==> src/rtl/modport_multiplier.sv <==
// Sequential unsigned N x N multiplier: shift-add product, then double-dabble to packed BCD.
// Latency: finish rises 3N edges after the edge that samples start. Back-to-back period is 3N+2 cycles.
// Backpressure: start is sampled only in IDLE. Start and operand changes during MULT/CONV/DONE are ignored.
//
// Ports:
//   clk     rising-edge clock
//   reset   asynchronous active-high reset
//   start   request, sampled in IDLE
//   a_in    multiplicand (N bits, unsigned)
//   b_in    multiplier   (N bits, unsigned)
//   out     registered 2N-bit product
//   bcd     registered packed BCD of out, digit 0 in bits [3:0]
//   finish  one-cycle done pulse
module modport_multiplier #(
    parameter int N = 8
) (
    input  logic                           clk,
    input  logic                           reset,
    input  logic                           start,
    input  logic [N-1:0]                   a_in,
    input  logic [N-1:0]                   b_in,
    output logic [2*N-1:0]                 out,
    output logic [4*((2*N)/3+1)-1:0]       bcd,
    output logic                           finish
);

    localparam int D     = (2*N)/3 + 1;
    localparam int BCD_W = 4*D;
    // The counter must reach 2N-1 during CONV.
    localparam int CW    = $clog2(2*N);

    typedef enum logic [1:0] {
        IDLE = 2'd0,
        MULT = 2'd1,
        CONV = 2'd2,
        DONE = 2'd3
    } state_t;

    state_t              r_state;
    state_t              w_state_nxt;

    logic [2*N-1:0]      r_a;        // multiplicand, shifted left each MULT edge
    logic [N-1:0]        r_b;        // multiplier, shifted right each MULT edge
    logic [2*N-1:0]      r_acc;      // product accumulator; holds the product through CONV
    logic [2*N-1:0]      r_bin;      // binary half of the double-dabble shift register
    logic [BCD_W-1:0]    r_scr;      // BCD scratch half of the double-dabble shift register
    logic [CW-1:0]       r_cnt;

    logic [2*N-1:0]      w_acc_add;
    logic [BCD_W-1:0]    w_scr_adj;
    logic [BCD_W-1:0]    w_scr_shift;
    logic                w_mult_last;
    logic                w_conv_last;

    // Add the shifted multiplicand when the current multiplier LSB is set.
    assign w_acc_add   = r_acc + (r_b[0] ? r_a : '0);
    assign w_mult_last = (r_cnt == CW'(N-1));
    assign w_conv_last = (r_cnt == CW'(2*N-1));

    // Add-3 on every digit >= 5 before the shift, so the digit stays valid
    // decimal after it doubles. Both steps happen within the same edge.
    always_comb begin
        w_scr_adj = r_scr;
        for (int i = 0; i < D; i++) begin
            if (r_scr[4*i +: 4] >= 4'd5) begin
                w_scr_adj[4*i +: 4] = r_scr[4*i +: 4] + 4'd3;
            end
        end
    end

    assign w_scr_shift = {w_scr_adj[BCD_W-2:0], r_bin[2*N-1]};

    // State register.
    always_ff @(posedge clk or posedge reset) begin
        if (reset) begin
            r_state <= IDLE;
        end else begin
            r_state <= w_state_nxt;
        end
    end

    // Next-state logic.
    always_comb begin
        w_state_nxt = r_state;
        case (r_state)
            IDLE:    if (start)       w_state_nxt = MULT;
            MULT:    if (w_mult_last) w_state_nxt = CONV;
            CONV:    if (w_conv_last) w_state_nxt = DONE;
            DONE:                     w_state_nxt = IDLE;
            default:                  w_state_nxt = IDLE;
        endcase
    end

    // Datapath and registered outputs.
    always_ff @(posedge clk or posedge reset) begin
        if (reset) begin
            r_a    <= '0;
            r_b    <= '0;
            r_acc  <= '0;
            r_bin  <= '0;
            r_scr  <= '0;
            r_cnt  <= '0;
            out    <= '0;
            bcd    <= '0;
            finish <= 1'b0;
        end else begin
            finish <= 1'b0;
            case (r_state)
                IDLE: begin
                    if (start) begin
                        r_a   <= {{N{1'b0}}, a_in};
                        r_b   <= b_in;
                        r_acc <= '0;
                        r_cnt <= '0;
                    end
                end
                MULT: begin
                    r_acc <= w_acc_add;
                    r_a   <= r_a << 1;
                    r_b   <= r_b >> 1;
                    if (w_mult_last) begin
                        // Final partial product folded in here; hand it to the converter.
                        r_bin <= w_acc_add;
                        r_scr <= '0;
                        r_cnt <= '0;
                    end else begin
                        r_cnt <= r_cnt + CW'(1);
                    end
                end
                CONV: begin
                    r_scr <= w_scr_shift;
                    r_bin <= r_bin << 1;
                    if (w_conv_last) begin
                        out    <= r_acc;
                        bcd    <= w_scr_shift;
                        finish <= 1'b1;
                        r_cnt  <= '0;
                    end else begin
                        r_cnt <= r_cnt + CW'(1);
                    end
                end
                DONE: begin
                    r_cnt <= '0;
                end
                default: begin
                    r_cnt <= '0;
                end
            endcase
        end
    end

endmodule

==> config.mk <==
export PLATFORM = sky130hd
export DESIGN_NAME = modport_multiplier
export DESIGN_NICKNAME = d
export VERILOG_FILES = /design/src/rtl/modport_multiplier.sv
export SDC_FILE = /design/constraint.sdc
export NUM_CORES = 1
export LEC_CHECK = 0
export CAP_MARGIN = 10
export CORE_ASPECT_RATIO = 1.1
export CORE_MARGIN = 5
export CORE_UTILIZATION = 40
export DETAILED_ROUTE_END_ITERATION = 8
export GPL_ROUTABILITY_DRIVEN = 0
export GPL_TIMING_DRIVEN = 0
export PLACE_DENSITY = 0.65
export SLEW_MARGIN = 20
export SYNTH_ARGS = -nofsm -noshare
export SYNTH_HDL_FRONTEND = slang
export SYNTH_SLANG_ARGS = --single-unit
==> constraint.sdc <==
create_clock -name clk -period 4.88 [get_ports clk]
set_input_delay 0.732 -clock clk [delete_from_list [all_inputs] [get_ports clk]]
set_output_delay 0.732 -clock clk [all_outputs]
set_load 0.01 [all_outputs]
* Yosys cells after proc, flatten, opt, wreduce, memory -nomap -nowiden
Cells that the tools add are included.
** Word-level totals
- Flip-flop bits (word level) :: 127
- Input bits :: 19
- Output and inout bits :: 41
- Word-level logic and storage cells :: 66
** Cells by class
- Add/sub/neg operators :: 8
- Order comparisons :: 6
- Eq/ne operators :: 8
- Multiplexer cells :: 27
- Reduce and logical (&&, ||, !) cells :: 7
** Operators by type and width (count)
- one-hot mux 16 bit (2 select lines) :: 3
- 2-to-1 mux 16 bit :: 4
- one-hot mux 24 bit (2 select lines) :: 1
- 2-to-1 mux 4 bit :: 8
- >= comparator 4 x 3 -> 1 bit (second input constant) :: 6
- 2-to-1 mux 24 bit :: 1
- adder 4 x 2 -> 4 bit (second input constant) :: 5
- adder 16 bit :: 1
- one-hot mux 4 bit (4 select lines) :: 1
- one-hot mux 8 bit (2 select lines) :: 1
- 2-to-1 mux 8 bit :: 1
- one-hot mux 2 bit (4 select lines) :: 1
- 2-to-1 mux 2 bit :: 3
- inequality test 2 bit (second input constant) :: 3
- AND reduction 2 bit :: 3
- adder 4 x 1 -> 4 bit (second input constant) :: 1
- equality test 2 bit (second input constant) :: 2
- equality test 4 x 3 -> 1 bit (second input constant) :: 1
- equality test 4 bit (second input constant) :: 1
- nonzero test 2 bit :: 2
- adder 3 x 2 -> 3 bit (second input constant) :: 1
- 2-to-1 mux 3 bit :: 1
- AND reduction 3 bit :: 1
- equality test 2 x 1 -> 1 bit (second input constant) :: 1
- other kinds (2) :: 3

* Logic depth before layout (Yosys ltp)
Gate-level depths: netlist of run 1.
- Word-level depth :: 4
- Gate-level depth with buffers :: 10
- Mapped depth without buffers :: 10

* Worst setup path before layout of run 1
No wires, ideal clock.
- Path kind :: register to register
- Start :: register r_b[0]
- End :: register r_bin[14]
- Library setup time :: 0.070 ns
- Data arrival time :: 2.853 ns
- Data required time :: 4.810 ns
- Slack :: 1.957 ns
- Stages on the path, launching flop included :: 11
- Clock period less this slack :: 2.923 ns
- Cell sequence :: dfrtp_1 and2_1 ha_1 fa_1 a21o_1 a221oi_2 o22ai_1 a221o_1 a221o_1 mux2_4 nor2_2
** Between the ends
- Word-level cells in the longest chain between the ends :: 4
** RTL lines
- start, declared :: RTL line 43 : logic [N-1:0] r_b;
- start signal, assigned :: RTL line 112 : r_b <= b_in;
- start signal, assigned :: RTL line 120 : r_b <= r_b >> 1;
- 2-to-1 mux 16 bit :: RTL line 56 : assign w_acc_add = r_acc + (r_b[0] ? r_a : '0);
- adder 16 bit :: RTL line 56
- 2-to-1 mux 16 bit :: RTL line 121 : if (w_mult_last) begin
- one-hot mux 16 bit (2 select lines) :: RTL line 108 : case (r_state)
- end signal, assigned :: RTL line 123 : r_bin <= w_acc_add;
- end signal, assigned :: RTL line 132 : r_bin <= r_bin << 1;
- end, declared :: RTL line 45 : logic [2*N-1:0] r_bin;
No other way between the ends. The select of a mux whose other input is x is not followed.
A chain may end at the register's enable or synchronous reset.

* Worst setup path in the final report of run 1
Same ends and word-level chain as after synthesis.

==> results of run 1 <==
[layout make-up]
cell class / count / area [um^2]
buffer: 33 / 124
clock buffer: 20 / 467
clock inverter: 12 / 188
fill: 1419 / 7750
inverter: 18 / 72.6
multi-input combinational: 463 / 2910
sequential: 127 / 3180
tap: 200 / 250
timing repair buffer: 60 / 618
[synth_stat cells (all sizes together) (4+ instances only)]
| library cell | count | share of area, % |
|---|---|---|
| nor2 | 16 | 1.0 |
| a2bb2oi | 6 | 0.84 |
| and2 | 18 | 1.8 |
| clkbuf | 26 | 1.6 |
| a21oi | 25 | 2.0 |
| nor2b | 5 | 0.50 |
| nor3 | 9 | 0.72 |
| mux2i | 26 | 4.1 |
| nor3b | 11 | 1.3 |
| buf | 7 | 0.42 |
| a22o | 19 | 2.7 |
| a21o | 8 | 0.96 |
| xor2 | 6 | 0.84 |
| xnor2 | 14 | 2.0 |
| a31oi | 4 | 0.40 |
| nand2b | 7 | 0.70 |
| nand2 | 125 | 7.5 |
| ha | 31 | 6.2 |
| nand3 | 5 | 0.40 |
| dfrtp | 127 | 51 |
| mux2 | 7 | 1.3 |
| o22ai | 12 | 1.2 |
| inv | 18 | 1.1 |
| o21ai | 87 | 6.9 |
[power groups by stage]
| stage | registers (mW) | clock network (mW) | logic [mW] |
|---|---|---|---|
| 4_1_cts | 1.38 | 1.42 | 1.30 |
| 5_1_grt | 1.41 | 1.47 | 1.44 |
| 3_3_place_gp | 1.39 | 0 | 1.24 |
| 6_report | 1.38 | 1.40 | 1.29 |
| 2_1_floorplan | 1.35 | 0 | 0.940 |
| 3_5_place_dp | 1.40 | 0 | 1.29 |
[layout by cell type (no fill, tap or decap), types with 4 or more instances in the layout]
cell type        count
a21oi_1             25
ha_1                31
a2bb2oi_1            6
clkbuf_16           17
nor2_1              15
mux2_2               6
clkinv_2             6
nand3_1              5
xor2_1               6
dfrtp_1            127
o21ai_0             84
and2_1              18
bufinv_16            5
clkdlybuf4s50_1     59
xnor2_1             14
nand2b_1             7
nor2b_1              5
a22o_1              19
o22ai_1             12
nand2_1            125
a21o_1               8
nor3_1               9
inv_1               17
buf_1                7
mux2i_1             26
clkbuf_1            26
a31oi_1              4
nor3b_1             11
[logic make-up after synthesis]
family                     share of synthesized area, %
and+or+nand+nor                                    14.9
AOI/OAI and AO/OA                                  16.6
DFF                                                50.6
buffers and inverters                              3.05
muxes                                              5.46
adders and majority gates                          6.50
xor gates and xnor gates                           2.79
[how the worst max path moves through the flow]
stage | from | endpoint | slack (ps)
global route | r_b[0] | r_acc[13] | 1390
detailed placement | r_b[0] | r_bin[14] | 1650
finish | r_b[0] | r_bin[14] | 1580
floorplan | reset | bcd[0] | 760
CTS | r_b[0] | r_bin[14] | 1590
global placement | reset | r_b[3] | -900
[flip-flops by register name, summed over array words and instances (netlist names)]
name and count:
r_cnt 4, r_scr 24, r_b 8, finish 1
r_acc 16, r_state 2, r_bin 16, r_a 16
bcd 24, out 16
[worst reg2reg max path, stage by stage, from the launching register on]
cell      delay, ps
dfrtp_1         460
and2_1          180
ha_1            200
fa_1            400
a21o_1          220
a221oi_2        400
o22ai_1         230
a221o_1         390
a221o_1         360
mux2_4          320
nor2_2           90
[layer usage]
metal  up-vias  track usage (%)  share of wire (%)
li1       2390                -                  -
met1      2499             21.1                 43
met2       105             29.3                 51
met3        27             5.23                4.3
met4         0             5.80                1.9
met5         -                0                  0
[per-stage QoR]
| step | hold WS [ps] | cells | cell area [um^2] |
|---|---|---|---|
| finish | 475 | 933 | 7800 |
| CTS | 477 | 933 | 7800 |
| global placement | 462 | 900 | 7120 |
| global route | 495 | 933 | 7800 |
| floorplan | 442 | 641 | 6270 |
| detailed placement | 463 | 901 | 7150 |
==> summary.md, run 1 <==
| Metric | Value |
|---|---|
| Initial antenna violation count | 0 |
| Relative slew slack | 45.6% |
| Crit path kind | flip-flop to flip-flop |
| Worst vdd ir | 0.342 mV |
| Worst Path Max Fanout | 8 |
| Starting DRT DRC Count | 295 |
| Post-route DRC | 0 |
| Hold path start | out[4] |
| CTS tree | built |
| RR Startpoint | r_b[0] |
| Peak Freq | 303 MHz |
| Reg2reg path depth | 10 |
| Kind of start point of the critical path | flip-flop |
| Sw Ratio | 35.3% |
| Post-synth cell types | 40 |
| RSZ-0062 raised after global routing | no |
| Overall Global Routing Usage | 17.4% |
| Clock sink count | 127 |
| CTS clk-pin slew, worst paths | 50 ps |
| Largest net degree at the start of global routing | 78 |
| Routed len/inst | 16.1 um |
| Syn avg cell area | 9.79 um^2 |
| Yosys Warn Count | 0 |
| Worst clock skew | 7.10 ps |
| Nets@finish | 771 |
| Crit end category | flip-flop |
| CTS root buffer | clkbuf_16 |
| Final Cycle Share | 67.7% |
| Setup Buffers After CTS | 0 |
| Initial DRT Pass Iterations | 5 |
| Die Width | 129 um |
| Crit path cell chain | and2_1 -> ha_1 -> fa_1 -> a21o_1 -> a221oi_2 -> o22ai_1 -> a221o_1 -> a221o_1 -> mux2_4 -> nor2_2 |
| Initial core utilization | 40.3% |
| Place WS | 1650 ps |
| Synth async-reset ratio | 100% |
| Worst-Skew Late Latency | 430 ps |
| Worst path bufs/invs | 0 |
| Main synth FF type | dfrtp_1 |
| Clock share of power | 34.3% |
| IO buf count | 59 |
| Leak | 3.54 nW |
| Final Total Pwr | 4.07 mW |
| Core area | 15600 um^2 |
| Worst Hold End | out[4] |
| Final worst slack | 1580 ps |
| Seq pwr share | 34.0% |
| Post_cts resized | 0 |
| R2R Setup Slk | 1580 ps |
| Flops & latches, synth | 127 |
| Worst hold stages | 2 |
| Detailed placement HPWL | 10800 um |
| Gr ovfl total | 0 |
| Cell internal pwr | 2.63 mW |
| Die height | 141 um |
| # IOs | 60 |
| P_sw | 1.44 mW |
| H-tree depth | 4 |
| Hold Path Class | flip-flop to flip-flop |
| Maxcap violations | 0 |
| Sequential-to-total area share from yosys stat | 50.6% |
| Netlist Area Pre-Place | 6270 um^2 |
| Worst path top cell family by delay | compound AO/OA/AOI/OAI gates |
| Hold_buf cts | 0 |
| EDFF count, synth | 0 |
| Setup violators final | 0 |
| Cells after synthesis | 641 |
| Die area | 18300 um^2 |
| Final Core Density | 50.2% |
| Final Hold Fails | 0 |
| Clk buf depth | 2 |
| CP Data Required Time | 5240 ps |
| Diode count | 0 |
| Setup TNS Final | 0 ps |
| Crit. path cell count | 10 |
| Capturing point of the worst reg2reg path | r_bin[14] |
| Post-DRT Antenna Nets | 0 |
| Routed vias/inst | 5.38 |
| CP max stage cell | dfrtp_1 |
| Max Slew Vio Count | 0 |
| CP Data Arrival Time | 3660 ps |
| Comb pwr share | 31.7% |
| Number of global-route vias before repair | 5140 |
| Routed WL | 15000 um |
| Status | finished clean |
| Pwr/cell area | 522 nW/um^2 |
| Total number of vias | 5021 |
| Worst-Margin Slew | 816 ps |
| CTS buffer count | 17 |
| CP most frequent cell | a221o_1 |
| Syn_nets | 692 |
| Layout area overhead | 24.3% |
| Crit path largest cell delay | 460 ps |
| FP Rows | 48 |
| First-pass GRT wire length | 25100 um |
| Layout cell share with drive strength beyond 1 | 6.00% |
| Min Tclk post-route | 3300 ps |
Note: power is estimated with default switching activity, not from simulation.
==> run 2: changes to the inputs <==
Clock period 4.88 ns to 3.1 ns, I/O delays scaled along.
==> run 2 against run 1 <==
  * Sequential cell count unchanged
  * Critical endpoint unchanged
  * Critical path depth unchanged
  * First-iteration DRC count shrank 2.0%
  * Register-to-register slack got worse by 1500 ps
  * Sequential share of layout area shrank 0.65 points
  * Routed wire length rose by 1.3%
==> summary.md, run 2 (synthesis gave the netlist of run 1 again) <==
| Metric | Value |
|---|---|
| Final worst slack | 68.2 ps |
| CTS clk-pin slew, worst paths | 60 ps |
| Max Slew Vio Count | 0 |
| Routed len/inst | 16.2 um |
| FP Rows | 48 |
| Kind of start point of the critical path | flip-flop |
| Peak Freq | 330 MHz |
| Detailed placement HPWL | 11000 um |
| Hold_buf cts | 0 |
| CP Data Required Time | 3450 ps |
| Cell internal pwr | 4.14 mW |
| First-pass GRT wire length | 25700 um |
| Post-DRT Antenna Nets | 0 |
| IO buf count | 59 |
| Final Cycle Share | 97.8% |
| Pwr/cell area | 807 nW/um^2 |
| Layout cell share with drive strength beyond 1 | 7.95% |
| Largest net degree at the start of global routing | 34 |
| P_sw | 2.27 mW |
| Crit end category | flip-flop |
| Die area | 18300 um^2 |
| Hold Path Class | input pin to async pin |
| Status | finished clean |
| R2R Setup Slk | 70 ps |
| CTS buffer count | 17 |
| CP most frequent cell | a221o_1 |
| Post-route DRC | 0 |
| CP Data Arrival Time | 3380 ps |
| Min Tclk post-route | 3030 ps |
| Core area | 15600 um^2 |
| WHS | 414 ps |
| Biggest registers after layout | bcd: 24 flops, r_scr: 24 flops |
| Nets@finish | 780 |
| Initial DRT Pass Iterations | 4 |
| CTS tree | built |
| Final Hold Fails | 0 |
| Maxcap violations | 0 |
| Crit path kind | flip-flop to flip-flop |
| Post-Layout Cell Count | 942 |
| Setup violators final | 0 |
| Crit path largest cell delay | 440 ps |
| Worst-Skew Late Latency | 420 ps |
| Leading cell type in the layout, fill and taps excluded | dfrtp_1 |
| Sw Ratio | 35.4% |
| Place WS | -167 ps |
| Overall Global Routing Usage | 17.7% |
| Worst path bufs/invs | 0 |
| Seq pwr share | 33.9% |
| Diode count | 0 |
| Layout area overhead | 26.4% |
| Worst-Margin Slew | 849 ps |
| Worst path top cell family by delay | compound AO/OA/AOI/OAI gates |
| Routed vias/inst | 5.25 |
| Initial antenna violation count | 0 |
| Starting DRT DRC Count | 289 |
| Most frequent cells in the layout | dfrtp_1 (126), nand2_1 (125), o21ai_0 (84), clkdlybuf4s50_1 (59), ha_1 (29) |
| Initial core utilization | 40.3% |
| Comb pwr share | 31.9% |
| Number of global-route vias before repair | 5240 |
| Worst vdd ir | 0.430 mV |
| Worst clock skew | 7.42 ps |
| Routed WL | 15200 um |
| H-tree depth | 4 |
| Gr ovfl total | 0 |
| Crit path cell chain | and2_1 -> ha_2 -> fa_2 -> a21o_1 -> a221oi_4 -> o22ai_2 -> a221o_1 -> a221o_1 -> mux2_4 -> nor2_2 |
| # IOs | 60 |
| Leak | 3.56 nW |
| CTS root buffer | clkbuf_16 |
| Die height | 141 um |
| Clock share of power | 34.2% |
| Relative slew slack | 43.1% |
| Total number of vias | 4941 |
| Worst Path Max Fanout | 5 |
| Inst Count DP | 904 |
| RSZ-0062 raised after global routing | yes |
| Die Width | 129 um |
| Clock sink count | 127 |
| Clk buf depth | 2 |
| CP max stage cell | dfrtp_2 |
-- run 2: cell count changes in the layout (fill, tap and decap cells not counted), moves of 2 or more --
| cell | delta |
|---|---|
| buf_12 | +4 |
| buf_4 | +6 |
| clkbuf_8 | -2 |
| clkinv_2 | -5 |
| clkinvlp_4 | +8 |
| ha_1 | -2 |
| ha_2 | +2 |
-- run 2: area by class of cell --
| type | count | area (um^2) |
|---|---|---|
| timing repair buffer | 69 | 716 |
| fill | 1419 | 7620 |
| multi-input combinational | 463 | 2940 |
| sequential | 127 | 3180 |
| buffer | 33 | 124 |
| clock buffer | 18 | 439 |
| tap | 200 | 250 |
| clock inverter | 14 | 215 |
| inverter | 18 | 71.3 |
-- run 2: through the flow --
stage	cell area, um^2	util, %	TNS, ps	power, mW
6_report	7930	51.0	0	6.41
5_1_grt	7930	51.0	-292	6.82
4_1_cts	7910	50.8	0	6.44
3_5_place_dp	7200	46.3	-297	4.21
3_3_place_gp	7120	45.8	-11420	4.11
2_1_floorplan	6280	-	0	3.61
-- run 2: power groups by stage --
| stage | clock (mW) | combinational, mW | sequential [mW] |
|---|---|---|---|
| 2_1_floorplan | 0 | 1.48 | 2.13 |
| 3_3_place_gp | 0 | 1.92 | 2.19 |
| 3_5_place_dp | 0 | 2.01 | 2.20 |
| 4_1_cts | 2.22 | 2.06 | 2.17 |
| 5_1_grt | 2.29 | 2.32 | 2.21 |
| 6_report | 2.19 | 2.04 | 2.17 |
-- run 2: worst paths after layout --
check | startpoint | endpoint | depth (start not counted)
min | reset | bcd[8] | 2
max in group asynchronous | reset | r_b[0] | 4
min reg2reg | out[3] | out[3] | 2
max reg2reg | r_b[0] | r_bin[14] | 10
min in group clk | out[3] | out[3] | 2
max | r_b[0] | r_bin[14] | 10
-- run 2: what timing repair did --
item / CTS / global route
buffers inserted: 4 / 2
gates resized for setup: 4 / 3
setup endpoints to repair: 4 / 7
pin swaps: 3 / 5
-- run 2: worst reg2reg max path: cells and delay by family, from the launching register on --
family / cells / cell delay [ps]
adders and majority gates: 2 / 560
DFF: 1 / 440
AOI/OAI and AO/OA: 5 / 1400
muxes: 1 / 320
and+or+nand+nor: 2 / 260
-- run 2: routing by layer --
layer | routed length, um | global-route usage (%)
met1 | 6800 | 23.0
met2 | 7670 | 29.5
met3 | 586 | 3.95
met4 | 181 | 5.25
met5 | 0 | 0
==> run 3: changes to the inputs <==
Settings changed: CORE_UTILIZATION 40 to 35, PLACE_DENSITY 0.65 to 0.59.
==> run 3 against run 2 <==
  * Sequential cell count unchanged
  * Setup slack lost 80 ps
  * Sequential power is essentially flat
  * Power decreased by 5.7%
  * Core utilization fell by 6.6 points
  * Global-route usage decreased by 2.0 points
  * The flow now finishes with violations (negative setup slack)
  * Critical path depth did not move
  * Largest cell class unchanged
  * Final cell count increased by 3.9%
==> summary.md, run 3 (synthesis gave the netlist of run 1 again) <==
| Metric | Value |
|---|---|
| Final worst slack | -12.1 ps |
| H-tree depth | 4 |
| IO buf count | 59 |
| Kind of start point of the critical path | flip-flop |
| Final Cycle Share | 100% |
| Inst Count DP | 941 |
| Overall Global Routing Usage | 15.7% |
| Hold_buf cts | 0 |
| Fill count | 1682 |
| Maxcap violations | 0 |
| Routed len/inst | 15.7 um |
| Pwr/cell area | 769 nW/um^2 |
| Min Tclk post-route | 3110 ps |
| Clk buf depth | 2 |
| Number of global-route vias before repair | 5047 |
| Routed WL | 15400 um |
| Failing checks | negative setup slack |
| Starting DRT DRC Count | 205 |
| Post-Layout Cell Count | 979 |
| Diode count | 0 |
| CTS root buffer | clkbuf_16 |
| Gr ovfl total | 0 |
| RSZ-0062 raised after global routing | yes |
| Layout area overhead | 25.1% |
| Clock sink count | 127 |
| Status | finished, violations left |
| Final Hold Fails | 0 |
| GR Util met2 | 26.2% |
| Initial antenna violation count | 0 |
| CP Data Required Time | 3460 ps |
| Die Width | 138 um |
| WHS | 471 ps |
| Worst vdd ir | 0.393 mV |
| Initial DRT Pass Iterations | 4 |
| First-pass GRT wire length | 25500 um |
| Worst-Skew Late Latency | 430 ps |
| # IOs | 60 |
| GR Util met3 | 4.08% |
| CTS tree | built |
| Routed vias/inst | 5.06 |
| Post-DRT Antenna Nets | 0 |
| CP Data Arrival Time | 3470 ps |
| Crit path kind | flip-flop to flip-flop |
| Leak | 3.53 nW |
| CTS buffer count | 17 |
| Setup violators final | 1 |
| Top Usage Layer GRT | met2 |
| Largest net degree at the start of global routing | 34 |
| Total number of vias | 4955 |
| Max Slew Vio Count | 0 |
| Peak Freq | 321 MHz |
| CTS clk-pin slew, worst paths | 60 ps |
| Nets@finish | 779 |
| Hold Path Class | flip-flop to flip-flop |
| Leading cell type in the layout, fill and taps excluded | dfrtp_1 |
| FP Rows | 51 |
| Biggest registers after layout | bcd: 24 flops, r_scr: 24 flops |
| Worst clock skew | 13.1 ps |
| Die area | 20700 um^2 |
| Final Total Pwr | 6.04 mW |
| Relative slew slack | 40.5% |
| Crit end category | flip-flop |
| Die height | 150 um |
| Worst Path Max Fanout | 6 |
| Worst-Margin Slew | 886 ps |
| Core area | 17700 um^2 |
| Post-route DRC | 0 |
| Layout cell share with drive strength beyond 1 | 7.56% |
| Met1 usage | 19.4% |
| Initial core utilization | 35.5% |
| Most frequent cells in the layout | dfrtp_1 (126), nand2_1 (125), o21ai_0 (83), clkdlybuf4s50_1 (59) |
| Detailed placement HPWL | 11300 um |
## run 3: cell types whose count changed in the layout (fill, tap and decap cells not counted), sizes merged
| cell | delta |
|---|---|
| clkbuf | +7 |
| clkinv | +6 |
| buf | -1 |
| clkinvlp | -8 |
| bufinv | -5 |
## run 3: area by class of cell
type | instances | area, um^2 | share of cell area (%)
flip-flops and latches | 127 | 3180 | 40.5
multi-input cells | 463 | 2950 | 37.6
repair buffers | 68 | 696 | 8.86
clock buffers | 25 | 495 | 6.31
well taps | 238 | 298 | 3.79
plain buffers | 33 | 125 | 1.59
inverters | 18 | 71.3 | 0.909
clock inverters | 7 | 35.0 | 0.446
## run 3: timing repair
| item | in CTS | in global routing |
|---|---|---|
| resized for setup | 4 | 8 |
| endpoints found under the setup margin | 7 | 7 |
| pin swaps | 2 | 8 |
| cloned | 0 | 0 |
| buffers inserted | 0 | 6 |
## run 3: critical path, stage by stage, from the launching register on
cell and delay [ps]:
dfrtp_2 440, and2_4 180, ha_4 160, fa_2 360
a21o_1 230, a221oi_4 330, o22ai_2 170, a221o_1 410
a221o_1 380, mux2_4 310, nor2_2 70
## run 3: routing by layer
layer  routed length, um  vias up
met1                6850     2406
met3                 688       33
li1                    -     2406
met5                   0        -
met4                 374        0
met2                7470      110
## run 3: power breakdown
part	switching (mW)	total (mW)	internal (mW)
logic	1.31	2.06	0.745
registers	0.220	2.18	1.96
clock network	0.705	1.80	1.09
## run 3: final timing paths
kind                       slack, ps         to     from  cells after the start
max                              -10  r_bin[14]   r_b[0]                     10
min                              470    bcd[13]  bcd[13]                      2
max reg2reg                      -10  r_bin[14]   r_b[0]                     10
min reg2reg                      470    bcd[13]  bcd[13]                      2
max in group asynchronous       1500     r_b[0]    reset                      5
min in group asynchronous        510    bcd[10]    reset                      2
## run 3: stage by stage
| step | TNS (ps) | util (%) | worst slack [ps] | cell area (um^2) |
|---|---|---|---|---|
| finish | -12.1 | 44.4 | -12.1 | 7850 |
| global route | -114 | 44.4 | -83.8 | 7850 |
| CTS | -21.1 | 44.0 | -21.1 | 7780 |
| detailed placement | -455 | 40.9 | -144 | 7230 |
| global placement | -9250 | 40.5 | -104 | 7170 |
| floorplan | 0 | - | 177 | 6280 |
